===== src/rtl/cmp_serial_seq.sv =====
// Bit-serial MSB-first unsigned magnitude comparator. It takes one bit pair per
// valid beat and pulses done with registered EQ/GT/LT once N bits have been taken.
module cmp_serial_seq #(
  parameter int N = 4
) (
  input  logic clk,
  input  logic rst_n,
  input  logic start,
  input  logic bit_valid,
  input  logic a_bit,
  input  logic b_bit,
  output logic busy,
  output logic done,
  output logic EQ,
  output logic GT,
  output logic LT
);

  localparam int CW = $clog2(N + 1);
  localparam logic [CW-1:0] LAST = CW'(N - 1);

  typedef enum logic {IDLE = 1'b0, SHIFT = 1'b1} state_t;

  state_t        r_state, w_state_nxt;
  logic [CW-1:0] r_cnt;
  logic          r_dec, r_gt, r_lt;
  logic          r_done, r_eq_f, r_gt_f, r_lt_f;

  logic w_accept, w_last, w_gt_nxt, w_lt_nxt, w_dec_nxt;

  // start has priority over a bit pair that arrives in the same cycle
  assign w_accept  = (r_state == SHIFT) && !start && bit_valid;
  assign w_last    = w_accept && (r_cnt == LAST);
  // The first differing bit from the MSB end fixes the result. Later bits are only counted.
  assign w_gt_nxt  = r_dec ? r_gt : (a_bit & ~b_bit);
  assign w_lt_nxt  = r_dec ? r_lt : (~a_bit & b_bit);
  assign w_dec_nxt = r_dec | (a_bit ^ b_bit);

  always_ff @(posedge clk or negedge rst_n) begin
    if (!rst_n) r_state <= IDLE;
    else        r_state <= w_state_nxt;
  end

  always_comb begin
    w_state_nxt = r_state;
    case (r_state)
      IDLE:    if (start) w_state_nxt = SHIFT;
      SHIFT:   if (start) w_state_nxt = SHIFT;
               else if (w_last) w_state_nxt = IDLE;
      default: w_state_nxt = IDLE;
    endcase
  end

  always_ff @(posedge clk or negedge rst_n) begin
    if (!rst_n) begin
      r_cnt  <= '0;
      r_dec  <= 1'b0;
      r_gt   <= 1'b0;
      r_lt   <= 1'b0;
      r_done <= 1'b0;
      r_eq_f <= 1'b0;
      r_gt_f <= 1'b0;
      r_lt_f <= 1'b0;
    end else if (start) begin
      r_cnt  <= '0;
      r_dec  <= 1'b0;
      r_gt   <= 1'b0;
      r_lt   <= 1'b0;
      r_done <= 1'b0;
      r_eq_f <= 1'b0;
      r_gt_f <= 1'b0;
      r_lt_f <= 1'b0;
    end else begin
      r_done <= w_last;
      if (w_accept) begin
        r_cnt <= r_cnt + CW'(1);
        r_dec <= w_dec_nxt;
        r_gt  <= w_gt_nxt;
        r_lt  <= w_lt_nxt;
      end
      if (w_last) begin
        r_gt_f <= w_gt_nxt;
        r_lt_f <= w_lt_nxt;
        r_eq_f <= ~(w_gt_nxt | w_lt_nxt);
      end
    end
  end

  always_comb begin
    busy = (r_state == SHIFT);
    done = r_done;
    EQ   = r_eq_f;
    GT   = r_gt_f;
    LT   = r_lt_f;
  end

endmodule


===== config.mk =====
export PLATFORM = sky130hd
export DESIGN_NAME = cmp_serial_seq
export DESIGN_NICKNAME = d
export VERILOG_FILES = /design/src/rtl/cmp_serial_seq.sv
export SDC_FILE = /design/constraint.sdc
export NUM_CORES = 1
export LEC_CHECK = 0
export CAP_MARGIN = 20
export CORE_ASPECT_RATIO = 0.8
export CORE_UTILIZATION = 25
export CTS_BUF_LIST = sky130_fd_sc_hd__clkbuf_4 sky130_fd_sc_hd__clkbuf_8
export DETAILED_ROUTE_END_ITERATION = 12
export GPL_ROUTABILITY_DRIVEN = 0
export GPL_TIMING_DRIVEN = 0
export HOLD_SLACK_MARGIN = 0.15
export PLACE_DENSITY = 0.55
export SLEW_MARGIN = 40
export SYNTH_ARGS = -nofsm -noshare
export SYNTH_HDL_FRONTEND = slang
export SYNTH_SLANG_ARGS = --single-unit

===== constraint.sdc =====
create_clock -name clk -period 3.93 [get_ports clk]
set_clock_uncertainty 0.05 [all_clocks]
set_input_delay 1.179 -clock clk [delete_from_list [all_inputs] [get_ports clk]]
set_output_delay 1.179 -clock clk [all_outputs]
set_load 0.005 [all_outputs]

# Yosys cells after proc, flatten, opt, wreduce, memory -nomap -nowiden
# Cells that the tools add are included.
[word_totals]
mem_bits_rw = 0
n_memories = 0
mem_bits_ro = 0
reg_bits = 11
output_inout_bits = 5
latch_bits = 0
word_cells = 47
[classes]
eq_ne = 1
bitwise = 9
muxes = 21
multipliers = 0
order_cmp = 0
n_reduce_logical = 6
n_div = 0
add_sub_neg = 1
shifts = 0
[op_table]
columns = ["op", "count"]
rows = [
  ["1-bit two-way mux", 18],
  ["3-bit two-way mux", 2],
  ["1-bit inverter", 4],
  ["2-bit nonzero test", 2],
  ["3-bit by 1-bit adder with 3-bit output (second input constant)", 1],
  ["3-bit by 2-bit equality test with 1-bit output (second input constant)", 1],
  ["1-bit logical AND", 3],
  ["1-bit bitwise AND", 2],
  ["1-bit bitwise OR", 2],
  ["1-bit case mux with 2 select lines", 1],
  ["1-bit zero test", 1],
  ["1-bit XOR", 1],
]

# Logic depth before layout (Yosys ltp)
# Gate-level depths: netlist of the first run.
[depth]
word_depth = 7
mapped_depth = 5
mapped_depth_nobuf = 5

# Worst setup path after synthesis of the first run
# No wires, ideal clock.
[synth_path]
path_type = "input-to-reg"
startpoint = "input port a_bit"
endpoint = "register r_eq_f (netlist: EQ)"
path_slack_ns = 1.981
cell_stages = 5
arrival_time_ns = 1.822
setup_ns = 0.077
path_cell_list = "inv_1 > ha_1 > mux2i_1 > nand3b_1 > a21oi_1"
[synth_via]
elab_chain_len = 7
[synth_rtl]
columns = ["element", "line_no", "text"]
rows = [
  ["start: declaration", "10", "input logic a_bit,"],
  ["1-bit inverter", "36", "assign w_lt_nxt = r_dec ? r_lt : (~a_bit & b_bit);"],
  ["1-bit bitwise AND", "36", ""],
  ["1-bit two-way mux", "36", ""],
  ["1-bit bitwise OR *", "84", "r_eq_f <= ~(w_gt_nxt | w_lt_nxt);"],
  ["1-bit inverter *", "84", ""],
  ["1-bit two-way mux *", "81", "if (w_last) begin"],
  ["1-bit two-way mux *", "64", "end else if (start) begin"],
  ["end signal: assignment", "84", ""],
  ["end: declaration", "27", "logic r_done, r_eq_f, r_gt_f, r_lt_f;"],
]
# Mark *: on every way between the ends. The rest lies on a longest branch, timed or not. The select of a mux whose other input is x is not followed.
# A chain may end at the register's enable or synchronous reset.

# Final worst setup path of the first run
[layout_path]
startpoint = "register r_state (netlist: busy)"
endpoint = "output port busy"
[layout_lines]
columns = ["element", "line_no", "text"]
rows = [
  ["start: declaration", "24", "state_t r_state, w_state_nxt;"],
  ["start signal: assignment", "41", "else r_state <= w_state_nxt;"],
  ["end: declaration", "12", "output logic busy,"],
]
# No word-level cell between the ends.

==> run_results.csv, run 1 <==
group,metric,value,unit
run_status,outcome,"finished, final reports clean",
setup_path,cp-start-kind,"register",
setup_path,crit_type,"reg2out",
min_path,hold_end,"EQ",
power,leakagePower,0.000345,uW
die,core-area,0.00200,mm^2
placement,io_buffers,10,
logic_synthesis,yosysUniqueCellTypes,17,
placement,placed_area,692,um^2
power,p_per_area,338,mW/mm^2
logic_synthesis,ys_seq_elements,11,
logic_synthesis,synth_ff_type,"dfrtp_1",
setup_path,crit_slowest_cell,"clkdlybuf4s50_1",
logic_synthesis,netlist.area_leader.share,49.0,%
detailed_routing,viasPerCell,4.41,
placement,place_hpwl,712,um
logic_synthesis,synth_area_leaders,"dfrtp_1 (49%), ha_1 (8.9%), a211oi_2 (6.7%)",
finish,nets,72,
die,rows,14,
setup_path,path_buf_inv,1,
setup_path,max_stage_delay,0.53,ns
clock_network,cts_root_buf,"clkbuf_4",
finish,diodes,0,
sta,maxSlewViolCount,0,
detailed_routing,firstDrtPassIters,2,
global_routing,grt_max_degree,12,
detailed_routing,ant_nets,0,
power,p_clk_share,35.3,%
die,die_h,44.4,um
setup_path,reg2reg_slack,2.53,ns
setup_path,reg2reg_from,"r_cnt[0]",
clock_network,cts_resized,0,
setup_path,required,2.70,ns
detailed_routing,route.detailed.drc,0,
logic_synthesis,ys_warn_count,0,
clock_network,tritoncts_num_sinks,11,
logic_synthesis,synth-async-reset-ratio,100,%
logic_synthesis,synth_cells,47,
setup_path,crit_path_max_fanout,4,
clock_network,insertion_delay,0.27,ns
power,power.share.sequential,50.4,%
die,num_io_pins,11,
logic_synthesis,yosys.area.top_type,"dfrtp_1",
logic_synthesis,yosys-top-cells-count,"dfrtp_1 (11), nor2_1 (5), ha_1 (4), inv_1 (4)",
global_routing,grt_pass1_wl,1.59,mm
power,swShare,24.9,%
clock_network,cts_tree,"done",
clock_network,path_clk_slew,0.07,ns
sta,relSlewSlack,66.1,%
clock_network,htreeDepth,1,
detailed_routing,drt_wl_total,997,um
sta,hold_viol_final,0,
logic_synthesis,syn_area,562,um^2
min_path,min_path_cells,2,
die,initial_core_util,28.1,%
logic_synthesis,yosysMostFrequentCell,"dfrtp_1",
sta,setup_violations,0,
die,dieArea,0.00244,mm^2
logic_synthesis,syn_avg_cell_area,12.0,um^2
min_path,hold_path_class,"reg2reg",
power,power_switching,60.9,uW
min_path,min_from,"EQ",
power,internal_power,183,uW
setup_path,cp_cell_sequence,"clkdlybuf4s50_1",
detailed_routing,first_iter_violations,1,
global_routing,antenna_found_initial,0,
clock_network,cts_buffers,3,
setup_path,cp-end-kind,"output port",
detailed_routing,post_drt_wl_per_cell,11.7,um
sta,period_share,62.5,%
setup_path,r2r_cells,5,
logic_synthesis,syn-num-nets,57,
global_routing,grt_use_total,10.3,%
global_routing,grt_overflow_total,0,
sta,worstMarginPinSlew,0.507,ns
logic_synthesis,synth_seq_area_share,49.0,%
setup_path,cp.arrival,1.23,ns
die,die_w,55,um
finish,drive_above_1_share,24.6,%
sta,fin_setup_tns,0,ns
finish,final_area,722,um^2
job,cap_violations,0,
logic_synthesis,synth_edf_count,0,
setup_path,crit_family,"buffers and inverters",
sta,rsz0062_at_grt,"false",
sta,fmax,407,MHz
sta,post-route-min-period,2.46,ns
power,ir_worst_vdd,0.157,mV
setup_path,reg2reg_to,"EQ",
power,comb_power_share,14.3,%
global_routing,grt_pass1_vias,355,
finish,synthToLayoutAreaGrowth,28.5,%
clock_network,cts_hold_buf,0,
clock_network,post-cts-setup-buffers,0,
detailed_routing,vias,375,
clock_network,clock_path_buffers,2,
## worst reg2reg max path: stages, from the launching register on
cell      delay (ns)
dfrtp_1         0.38
ha_1            0.18
ha_1            0.21
nand4b_4        0.16
nand3b_1        0.20
a21oi_1         0.15
## power by group through the flow
stage | sequential (uW) | combinational [uW] | clock, uW
finish | 123 | 34.9 | 86.1
global route | 124 | 39.1 | 95.3
CTS | 123 | 35.9 | 87.7
detailed placement | 125 | 35.7 | 0
global placement | 125 | 34.6 | 0
floorplan | 124 | 22.8 | 0
## worst max path at each step
stage                from   end  depth (start not counted)
detailed placement  b_bit    EQ                          6
global placement    a_bit    EQ                          6
CTS                  busy  busy                          1
global route         busy  busy                          1
finish               busy  busy                          1
floorplan           a_bit    EQ                          5
## final cells by class
class	count	area, um^2
timing repair buffer	10	100
clock buffer	4	30.0
tap	24	30.0
sequential	11	275
fill	217	1270
multi-input combinational	29	243
buffer	2	25.0
inverter	5	18.8
## layer usage
metal / up-vias / GRT usage [%] / part of all wire [%]
met5: - / 0 / 0
met4: 0 / 6.00 / 1.9
met3: 2 / 5.15 / 7.2
met2: 12 / 14.7 / 39
met1: 177 / 12.4 / 52
li1: 184 / - / -
## state kept, by name, summed over array words and instances, names as in the netlist
register	flops
r_cnt	3
EQ	1
GT	1
LT	1
busy	1
done	1
r_dec	1
r_gt	1
r_lt	1
## per-stage QoR
stage | power, uW | util [%] | hold slack (ns) | worst slack, ns | instances
3_3_place_gp | 159 | 34.6 | 0.448 | 1.39 | 81
5_1_grt | 258 | 36.2 | 0.491 | 1.41 | 85
4_1_cts | 247 | 36.2 | 0.477 | 1.47 | 85
6_report | 244 | 36.2 | 0.475 | 1.47 | 85
3_5_place_dp | 161 | 34.6 | 0.464 | 1.35 | 81
2_1_floorplan | 147 | - | 0.440 | 1.98 | 47
## cell families after synthesis
group,count (synthesis),synth area share (%)
muxes,3,5.35
DFF,11,49.0
buffers and inverters,7,7.79
adders and majority gates,4,8.91
and+or+nand+nor,14,17.1
xor gates and xnor gates,1,1.56
AOI/OAI and AO/OA,7,10.2
## placed cells by master, fill, tap and decap left out, drive strengths merged, types with 3 or more instances in the layout
master         Yosys  final
nand3b             3      3
inv                5      5
clkdlybuf4s50      0     10
mux2i              3      3
dfrtp             11     11
ha                 4      4
clkbuf             0      4
a211oi             3      3
nor2               8      8
Note: power is estimated with default switching activity, not from simulation.
==> run 2, diff against run 1 <==
--- a/config.mk
+++ b/config.mk
@@ -13,7 +13,7 @@
 export GPL_ROUTABILITY_DRIVEN = 0
 export GPL_TIMING_DRIVEN = 0
 export HOLD_SLACK_MARGIN = 0.15
-export PLACE_DENSITY = 0.55
+export PLACE_DENSITY = 0.56
 export SLEW_MARGIN = 40
 export SYNTH_ARGS = -nofsm -noshare
 export SYNTH_HDL_FRONTEND = slang
==> constraint.sdc (replaced) <==
create_clock -name clk -period 2.13 [get_ports clk]
set_clock_uncertainty 0.05 [all_clocks]
set_input_delay 0.639 -clock clk [delete_from_list [all_inputs] [get_ports clk]]
set_output_delay 0.639 -clock clk [all_outputs]
set_load 0.005 [all_outputs]
==> run_results.csv, run 2 (synthesis results as in run 1) <==
group,metric,value,unit
power,ir_worst_vdd,0.370,mV
detailed_routing,ant_nets,0,
power,p_per_area,608,mW/mm^2
run_status,outcome,"finished, final reports clean",
sta,setup_violations,0,
clock_network,insertion_delay,0.26,ns
setup_path,crit_path_max_fanout,4,
detailed_routing,viasPerCell,4.22,
global_routing,grt_pass1_vias,352,
detailed_routing,firstDrtPassIters,2,
clock_network,tritoncts_num_sinks,11,
finish,diodes,0,
sta,maxSlewViolCount,0,
sta,post-route-min-period,1.90,ns
setup_path,cp.depth,1,
die,dieArea,0.00244,mm^2
placement,placed_area,692,um^2
clock_network,cts_resized,0,
finish,synthToLayoutAreaGrowth,28.5,%
die,rows,14,
die,initial_core_util,28.1,%
die,num_io_pins,11,
sta,worstMarginPinSlew,0.498,ns
setup_path,path_buf_inv,1,
setup_path,crit_slowest_cell,"clkdlybuf4s50_1",
sta,fin_hold_ws,0.472,ns
die,die_h,44.4,um
die,die_w,55,um
setup_path,reg2reg_slack,0.77,ns
sta,relSlewSlack,66.7,%
finish,final_common_cell,"dfrtp_1",
setup_path,cp-end-kind,"output port",
clock_network,cts_tree,"done",
finish,final_area,722,um^2
setup_path,cp_cell_sequence,"clkdlybuf4s50_1",
clock_network,post-cts-setup-buffers,0,
sta,fin_setup_tns,0,ns
global_routing,grt_max_degree,12,
detailed_routing,drt_wl_total,912,um
sta,fmax,525,MHz
sta,period_share,89.4,%
placement,place_hpwl,701,um
setup_path,cp.arrival,1.22,ns
setup_path,cp-start-kind,"register",
setup_path,reg2reg_to,"EQ",
sta,hold_viol_final,0,
placement,dp.cells,81,
power,leakagePower,0.000345,uW
setup_path,r2r_cells,5,
clock_network,cts_buffers,3,
sta,rsz0062_at_grt,"false",
setup_path,max_stage_delay,0.53,ns
finish,largest_register_ffs,3,
min_path,hold_path_class,"reg2reg",
global_routing,grt_overflow_total,0,
clock_network,path_clk_slew,0.07,ns
clock_network,cts_hold_buf,0,
finish,finalNonFillerCells,85,
setup_path,reg2reg_from,"r_cnt[0]",
setup_path,crit_type,"reg2out",
finish,nets,72,
clock_network,htreeDepth,1,
placement,io_buffers,10,
setup_path,crit_family,"buffers and inverters",
global_routing,grt_use_total,8.94,%
detailed_routing,route.detailed.drc,0,
finish,drive_above_1_share,24.6,%
detailed_routing,vias,359,
job,cap_violations,0,
setup_path,required,1.44,ns
finish,fin_util,36.2,%
clock_network,clock_path_buffers,2,
die,core-area,0.00200,mm^2
detailed_routing,first_iter_violations,1,
setup_path,setup.worst_path.end,"busy",
finish,layout_common_cells,"dfrtp_1 (11), clkdlybuf4s50_1 (10), nor2_1 (5)",
global_routing,grt_pass1_wl,1.47,mm
finish,top_register,"r_cnt",
setup_path,crit_start,"busy",
global_routing,antenna_found_initial,0,
clock_network,cts_root_buf,"clkbuf_4",
detailed_routing,post_drt_wl_per_cell,10.7,um
==> run 2: cell counts in the layout (fill, tap and decap cells not counted) <==
Identical to the previous run, type by type.
==> run 2: power breakdown <==
part | total [uW] | internal (uW) | switching, uW
Combinational | 64.3 | 33.9 | 30.5
Clock | 149 | 85.0 | 63.6
Sequential | 226 | 219 | 7.34
Total | 439 | 338 | 101
==> run 2: through the flow <==
stage                     setup slack (ns)  total power (uW)
after floorplan                      0.721               271
after global placement               0.105               295
after detailed placement            0.0840               296
after CTS                            0.216               450
after global routing                 0.170               469
final                                0.225               439
==> run 2: cell type report <==
class	instances	area (um^2)
timing repair buffer	10	100
inverter	5	18.8
tap	24	30.0
multi-input combinational	29	243
buffer	2	25.0
clock buffer	4	30.0
sequential	11	275
fill	218	1270
==> run 2: worst min path at each step <==
stage / endpoint / depth (start not counted) / startpoint
floorplan: EQ / 0 / rst_n
global placement: LT / 2 / LT
detailed placement: EQ / 2 / EQ
CTS: EQ / 2 / EQ
global route: EQ / 2 / EQ
finish: EQ / 2 / EQ
==> run 2: layer usage <==
metal | vias up | track usage (%) | routed length (um)
met1 | 163 | 10.4 | 466
met2 | 8 | 13.7 | 390
met5 | - | 0 | 0
met3 | 0 | 6.19 | 55
met4 | 0 | 1.50 | 0
li1 | 188 | - | -
